[config.mk]
export PLATFORM = sky130hd
export DESIGN_NAME = majority_voter_n
export DESIGN_NICKNAME = d
export VERILOG_FILES = /design/src/rtl/majority_pkg.sv /design/src/rtl/majority_voter_n_bit.sv /design/src/rtl/majority_voter_n.sv
export SDC_FILE = /design/constraint.sdc
export NUM_CORES = 1
export LEC_CHECK = 0
export ABC_AREA = 1
export CORE_ASPECT_RATIO = 1.25
export CORE_MARGIN = 2
export CORE_UTILIZATION = 45
export CTS_CLUSTER_SIZE = 14
export DETAILED_ROUTE_END_ITERATION = 8
export PLACE_DENSITY = 0.77
export SYNTH_ARGS = -nofsm -noshare
export SYNTH_HDL_FRONTEND = slang
export SYNTH_HIERARCHICAL = 1
export SYNTH_SLANG_ARGS = --single-unit
[constraint.sdc]
create_clock -name clk -period 2.65 [get_ports clk]
set_clock_uncertainty 0.05 [all_clocks]
set_input_delay 0.795 -clock clk [delete_from_list [all_inputs] [get_ports clk]]
set_output_delay 0.795 -clock clk [all_outputs]
set_load 0.05 [all_outputs]
[src/rtl/majority_pkg.sv]
// Shared constants and helpers for the N-channel majority voter.
// Used by majority_bit and majority_voter_n.
package majority_pkg;

    localparam int MAJ_N_CH_DEF      = 3;
    localparam int MAJ_WIDTH_DEF     = 8;
    localparam int MAJ_ERR_LIMIT_DEF = 4;

    // Bits needed to hold values 0 .. v-1.
    function automatic int clog2(input int v);
        int r;
        r = 0;
        while ((1 << r) < v) begin
            r = r + 1;
        end
        return r;
    endfunction

    // Low bit index of channel ch in a packed bus of w-bit words.
    function automatic int ch_lo(input int ch, input int w);
        return ch * w;
    endfunction

endpackage

[src/rtl/majority_voter_n_bit.sv]
// Combinational popcount-compare vote for one bit slice across all channels.
// An exact tie among active channels (including none active) returns hold_i.
module majority_bit
    import majority_pkg::*;
#(
    parameter int N_CH = MAJ_N_CH_DEF
) (
    input  logic [N_CH-1:0] votes_i,
    input  logic [N_CH-1:0] mask_i,
    input  logic            hold_i,
    output logic            vote_o
);

    localparam int PW = clog2(N_CH + 1);

    logic [PW-1:0] ones;
    logic [PW-1:0] active;
    logic [PW-1:0] half;

    always_comb begin
        ones   = '0;
        active = '0;
        for (int i = 0; i < N_CH; i++) begin
            ones   = ones + PW'(votes_i[i] & mask_i[i]);
            active = active + PW'(mask_i[i]);
        end
        half   = active >> 1;
        vote_o = 1'b0;
        if (ones > half) begin
            vote_o = 1'b1;
        end else if (!active[0] && (ones == half)) begin
            vote_o = hold_i;
        end
    end

endmodule

[src/rtl/majority_voter_n.sv]
// Registered N-channel bitwise majority voter with per-channel sticky faults.
// Define MAJORITY_VOTER_MASK_EN to drop faulted channels from the vote.
module majority_voter_n
    import majority_pkg::*;
#(
    parameter int N_CH      = MAJ_N_CH_DEF,
    parameter int WIDTH     = MAJ_WIDTH_DEF,
    parameter int ERR_LIMIT = MAJ_ERR_LIMIT_DEF
) (
    input  logic                  clk,
    input  logic                  rst,
    input  logic                  in_valid,
    input  logic [N_CH*WIDTH-1:0] ch_data,
    input  logic                  clr_fault,
    output logic                  out_valid,
    output logic [WIDTH-1:0]      major_data,
    output logic [N_CH-1:0]       mismatch,
    output logic                  all_agree,
    output logic [N_CH-1:0]       fault
);

    localparam int CW = clog2(ERR_LIMIT + 1);
    localparam logic [CW-1:0] LIM = CW'(ERR_LIMIT);

    logic [WIDTH-1:0] words    [N_CH];
    logic [N_CH-1:0]  bit_vote [WIDTH];
    logic [N_CH-1:0]  vote_mask;
    logic [WIDTH-1:0] vote_d;
    logic [N_CH-1:0]  mismatch_d;

    logic             out_valid_q;
    logic [WIDTH-1:0] major_q;
    logic [N_CH-1:0]  mismatch_q;
    logic             agree_q;
    logic [N_CH-1:0]  fault_q;
    logic [N_CH-1:0]  fault_d;
    logic [CW-1:0]    cnt_q [N_CH];
    logic [CW-1:0]    cnt_d [N_CH];

    always_comb begin
        for (int i = 0; i < N_CH; i++) begin
            words[i] = ch_data[ch_lo(i, WIDTH) +: WIDTH];
        end
    end

    always_comb begin
        for (int b = 0; b < WIDTH; b++) begin
            for (int i = 0; i < N_CH; i++) begin
                bit_vote[b][i] = words[i][b];
            end
        end
    end

`ifdef MAJORITY_VOTER_MASK_EN
    assign vote_mask = ~fault_q;
`else
    assign vote_mask = '1;
`endif

    for (genvar b = 0; b < WIDTH; b++) begin : g_bit
        majority_bit #(
            .N_CH (N_CH)
        ) u_bit (
            .votes_i (bit_vote[b]),
            .mask_i  (vote_mask),
            .hold_i  (major_q[b]),
            .vote_o  (vote_d[b])
        );
    end

    always_comb begin
        for (int i = 0; i < N_CH; i++) begin
            mismatch_d[i] = (words[i] != vote_d);
        end
    end

    // Clear beats counting when clr_fault meets a valid sample.
    always_comb begin
        cnt_d   = cnt_q;
        fault_d = fault_q;
        if (clr_fault) begin
            for (int i = 0; i < N_CH; i++) begin
                cnt_d[i] = '0;
            end
            fault_d = '0;
        end else if (in_valid) begin
            for (int i = 0; i < N_CH; i++) begin
                if (mismatch_d[i]) begin
                    if (cnt_q[i] != LIM) begin
                        cnt_d[i] = cnt_q[i] + CW'(1);
                    end
                    if (cnt_d[i] == LIM) begin
                        fault_d[i] = 1'b1;
                    end
                end else begin
                    cnt_d[i] = '0;
                end
            end
        end
    end

    always_ff @(posedge clk) begin
        if (rst) begin
            out_valid_q <= 1'b0;
            major_q     <= '0;
            mismatch_q  <= '0;
            agree_q     <= 1'b0;
            fault_q     <= '0;
            for (int i = 0; i < N_CH; i++) begin
                cnt_q[i] <= '0;
            end
        end else begin
            out_valid_q <= in_valid;
            if (in_valid) begin
                major_q    <= vote_d;
                mismatch_q <= mismatch_d;
                agree_q    <= ~|mismatch_d;
            end
            fault_q <= fault_d;
            for (int i = 0; i < N_CH; i++) begin
                cnt_q[i] <= cnt_d[i];
            end
        end
    end

    assign out_valid  = out_valid_q;
    assign major_data = major_q;
    assign mismatch   = mismatch_q;
    assign all_agree  = agree_q;
    assign fault      = fault_q;

endmodule

==> impl_table.tex, run 1 <==
\begin{tabular}{lr}
\hline
Metric & Value \\
\hline
\multicolumn{2}{l}{\textbf{Run status}} \\
\quad Outcome & completed \\
\multicolumn{2}{l}{\textbf{STA}} \\
\quad Worst Setup Slack, final & approximately 50 ps \\
\quad Normalized max-slew margin & 66.2\% \\
\quad Timing-limited maximum frequency & about 380 MHz \\
\quad Shortest period the worst path allows & 2600 ps \\
\quad Total count of max-transition violations in the final report & 0 \\
\quad Crit share post-route & 98.1\% \\
\quad Setup TNS & 0 ps \\
\quad Total setup violations reported at the end of the flow & 0 \\
\quad Transition at the pin with the smallest max-transition slack & 505 ps \\
\quad Hold Violations, Final & 0 \\
\multicolumn{2}{l}{\textbf{CTS}} \\
\quad TritonCTS Buffers & 3 \\
\quad Hold buffers post-CTS & 0 \\
\quad Clock H-tree levels & 1 \\
\quad CTS tree & done \\
\quad Insertion delay to the later sink of the worst-skew pair & approximately 270 ps \\
\quad Number of clock sinks & 25 \\
\quad Library cell used as clock root buffer & sky130\_fd\_sc\_hd\_\_clkbuf\_8 \\
\quad Clk pin slew, worst setup/hold paths & about 90 ps \\
\quad Number of buffers between clock root and the deepest sink & 2 \\
\multicolumn{2}{l}{\textbf{Setup path}} \\
\quad FF-to-FF End & fault[2] \\
\quad CP startpoint kind & input pin \\
\quad Worst EP arrival & 2760 ps \\
\quad Longest individual stage delay on the worst path & 480 ps \\
\quad Slowest-stage cell, CP & sky130\_fd\_sc\_hd\_\_fa\_1 \\
\quad Worst endpoint required time & 2810 ps \\
\quad Start of the worst register-to-register path & cnt\_q[0] \\
\quad Critical path capture point type & flip-flop \\
\quad Cells along the critical path & buf\_2 > nand2\_2 > fa\_1 > ha\_4 > nand2\_2 > nand2\_2 > nand2\_4 > xnor2\_2 > nand2\_1 > nor2\_2 > nand2\_2 > nor2\_4 > nand2\_2 > a21oi\_2 \\
\quad Path depth of the worst reg2reg path & 9 \\
\quad Type of the worst setup path & input pin to flip-flop \\
\quad Crit path buffers/inverters & 1 \\
\quad Dominant delay contributor by cell family on the critical path & simple AND/OR/NAND/NOR gates \\
\quad Worst path most repeated cell & sky130\_fd\_sc\_hd\_\_nand2\_2 \\
\quad Setup slack of the worst register-to-register path & 1180 ps \\
\quad Maximum fanout along the worst path & 6 \\
\multicolumn{2}{l}{\textbf{Yosys}} \\
\quad Post-synthesis instance area & 2230 µm² \\
\quad Gate count after technology mapping & 321 \\
\quad Cell variety after synth & 25 \\
\quad Yosys Warn Count & 6 \\
\quad Synth Flop Type & sky130\_fd\_sc\_hd\_\_dfxtp\_1 \\
\quad Average footprint of a synthesized cell & 6.95 µm² \\
\quad Post-synthesis sequential area ratio & 22.4\% \\
\quad Fraction of registers with async set/reset & 0\% \\
\quad Flop and latch count out of synthesis & 25 \\
\quad Number of enable-type register cells in the synthesized netlist & 0 \\
\multicolumn{2}{l}{\textbf{Power}} \\
\quad Power density of the placed cells & around 430 nW/µm² \\
\quad IR drop worst, VDD & 398 µV \\
\quad Static leakage & 1.89 nW \\
\quad Total power & 1.54 mW \\
\multicolumn{2}{l}{\textbf{Die}} \\
\quad Num rows & 28 \\
\quad Number of placed I/O pins & 44 \\
\quad Core Footprint & around 4800 µm² \\
\quad Die Span Y & about 83 µm \\
\quad Die area & 5540 µm² \\
\quad Initial Utilization & a little under half \\
\quad Die W & 67.0 µm \\
\multicolumn{2}{l}{\textbf{Drt}} \\
\quad Wirelength, routed & 6050 µm \\
\quad Vias/cell & 4.60 \\
\quad Antenna-violating nets left & 0 \\
\quad Total DRC errors in the routed layout & 0 \\
\quad Number of vias in the routed layout & 2373 \\
\quad Router iterations before antenna repair & 4 \\
\quad Wirelength per Cell & 11.7 µm \\
\quad Initial DRC count & 55 \\
\multicolumn{2}{l}{\textbf{GRT}} \\
\quad Maximum number of pins on one net before global-route repair & 22 \\
\quad Via count of the first global-routing pass & roughly 2200 \\
\quad Global-route total usage across every layer & roughly a fifth \\
\quad Antenna violations before repair & 0 \\
\quad Residual overflow from global routing & 0 \\
\quad Global-route wire length before repair & 8810 µm \\
\multicolumn{2}{l}{\textbf{Placement}} \\
\quad Dpl hpwl & a little over 4000 µm \\
\quad DP Worst Slack & -737 ps \\
\quad GP Congestion & between 0.7 and 0.8 \\
\quad Port bufs & 43 \\
\multicolumn{2}{l}{\textbf{Cells and area}} \\
\quad Most frequent cells in the layout & 56 x sky130\_fd\_sc\_hd\_\_nand2\_1, 48 x sky130\_fd\_sc\_hd\_\_inv\_1, 48 x sky130\_fd\_sc\_hd\_\_conb\_1 \\
\quad Final design utilization & 75.3\% \\
\quad Area added between synthesis and finish & 60.8\% \\
\quad Most common cell after layout, fill and taps aside & sky130\_fd\_sc\_hd\_\_nand2\_1 \\
\quad Layout cells sized above 1 & roughly a third \\
\quad Number of nets in the layout & 515 \\
\quad Diodes inserted & 0 \\
\multicolumn{2}{l}{\textbf{Hold path}} \\
\quad Launch point of the worst hold path & fault[1] \\
\quad Count of cells along the worst hold path & 2 \\
\quad Hold/Removal Path Class & flip-flop to flip-flop \\
\quad Worst-case hold path end point & fault[1] \\
\multicolumn{2}{l}{\textbf{Job}} \\
\quad Max-Cap Viols & 0 \\
\hline
\end{tabular}
-- kinds of logic (layout without fill, tap and decap cells) --
family / count (synthesis) / in the layout / share of synthesized area [%]
AOI/OAI and AO/OA: 32 / 32 / 7.46
DFF: 25 / 25 / 22.4
buffers and inverters: 57 / 145 / 9.70
and+or+nand+nor: 152 / 152 / 28.6
xor gates and xnor gates: 24 / 24 / 9.42
other: 1 / 48 / 0.168
adders and majority gates: 30 / 30 / 22.2
-- where the power goes --
group,switching (mW),internal (mW),total (mW)
Clock,0.120,0.108,0.227
Combinational,0.468,0.434,0.902
Sequential,0.0166,0.396,0.413
-- flip-flops by register name, indices dropped and copies added, names as in the netlist --
signal	count
cnt_q	9
major_data	8
fault	3
mismatch	3
all_agree	1
out_valid	1
-- cells in the mapped netlist, types with 2 or more instances --
| cell type | instances | area (µm²) |
|---|---|---|
| sky130_fd_sc_hd__nor2_2 | 3 | 18.8 |
| sky130_fd_sc_hd__nand3b_1 | 6 | 45.0 |
| sky130_fd_sc_hd__xor2_1 | 3 | 26.3 |
| sky130_fd_sc_hd__nand2_1 | 102 | 383 |
| sky130_fd_sc_hd__dfxtp_1 | 25 | 500 |
| sky130_fd_sc_hd__nand2_2 | 2 | 12.5 |
| sky130_fd_sc_hd__buf_2 | 2 | 10.0 |
| sky130_fd_sc_hd__ha_1 | 14 | 175 |
| sky130_fd_sc_hd__nand3_1 | 13 | 65.1 |
| sky130_fd_sc_hd__o21ai_0 | 10 | 50.1 |
| sky130_fd_sc_hd__fa_1 | 16 | 320 |
| sky130_fd_sc_hd__inv_2 | 2 | 7.51 |
| sky130_fd_sc_hd__clkbuf_1 | 3 | 11.3 |
| sky130_fd_sc_hd__xnor2_1 | 21 | 184 |
| sky130_fd_sc_hd__nor2_1 | 21 | 78.8 |
| sky130_fd_sc_hd__inv_1 | 50 | 188 |
| sky130_fd_sc_hd__a21oi_1 | 20 | 100 |
-- metrics by stage --
step,std cells,hold WS [ps],instance area (µm²)
after CTS,512,415,3310
after global placement,500,397,3150
after detailed placement,500,399,3150
final,516,412,3590
after floorplan,368,408,2410
after global routing,516,427,3590
-- worst register-to-register path: cells and delay by family (launching register included) --
family | cells | cell delay [ps]
AO/OA/AOI/OAI | 2 | 310
adder cells (fa/ha/maj) | 1 | 190
buffers and inverters | 1 | 80
flip-flops | 1 | 360
AND/OR/NAND/NOR | 5 | 420
-- how the worst max path moves through the flow --
stage / start / end / slack (ps) / cells past startpoint
after floorplan: ch_data[16] / mismatch[0] / 30 / 13
after CTS: ch_data[1] / all_agree / 2 / 14
final: ch_data[8] / all_agree / 50 / 14
after global placement: ch_data[18] / all_agree / -690 / 14
after detailed placement: ch_data[16] / all_agree / -740 / 14
after global routing: ch_data[9] / all_agree / -50 / 14
-- metal layers --
metal / routed length, µm / part of all wire (%) / GRT usage (%)
met1: 2290 / 38 / 22.9
met2: 3410 / 56 / 40.2
met3: 221 / 3.7 / 1.90
met4: 125 / 2.1 / 6.53
met5: 0 / 0 / 0
-- what timing repair did --
item / 4_1_cts / 5_1_grt
hold endpoints to repair: 0 / 0
setup endpoints to repair: 16 / 16
pin swaps: 98 / 66
buffers inserted: 8 / 4
gates resized for setup: 117 / 70
-- final cells by class --
class                   count  area (µm²)
fillers                   348        1170
flip-flops and latches     25         500
repair buffers             89         699
multi-input cells         286        2070
clock buffers               4        45.0
inverters                  52         195
well taps                  60        75.1
(Power assumes the default switching activity.)
==> run 2: changes to the inputs <==
==> constraint.sdc (replaced) <==
create_clock -name clk -period 2.65 [get_ports clk]
set_clock_uncertainty 0.05 [all_clocks]
set_input_delay 0.795 -clock clk [delete_from_list [all_inputs] [get_ports clk]]
set_output_delay 0.795 -clock clk [all_outputs]
set_load 0.02 [all_outputs]
==> results of run 2 <==
Same layout as run 1 (identical final DEF). Status: completed.
Among the figures that moved: total power 1.54 mW -> 1.50 mW; worst IR drop on VDD 398 µV -> 397 µV
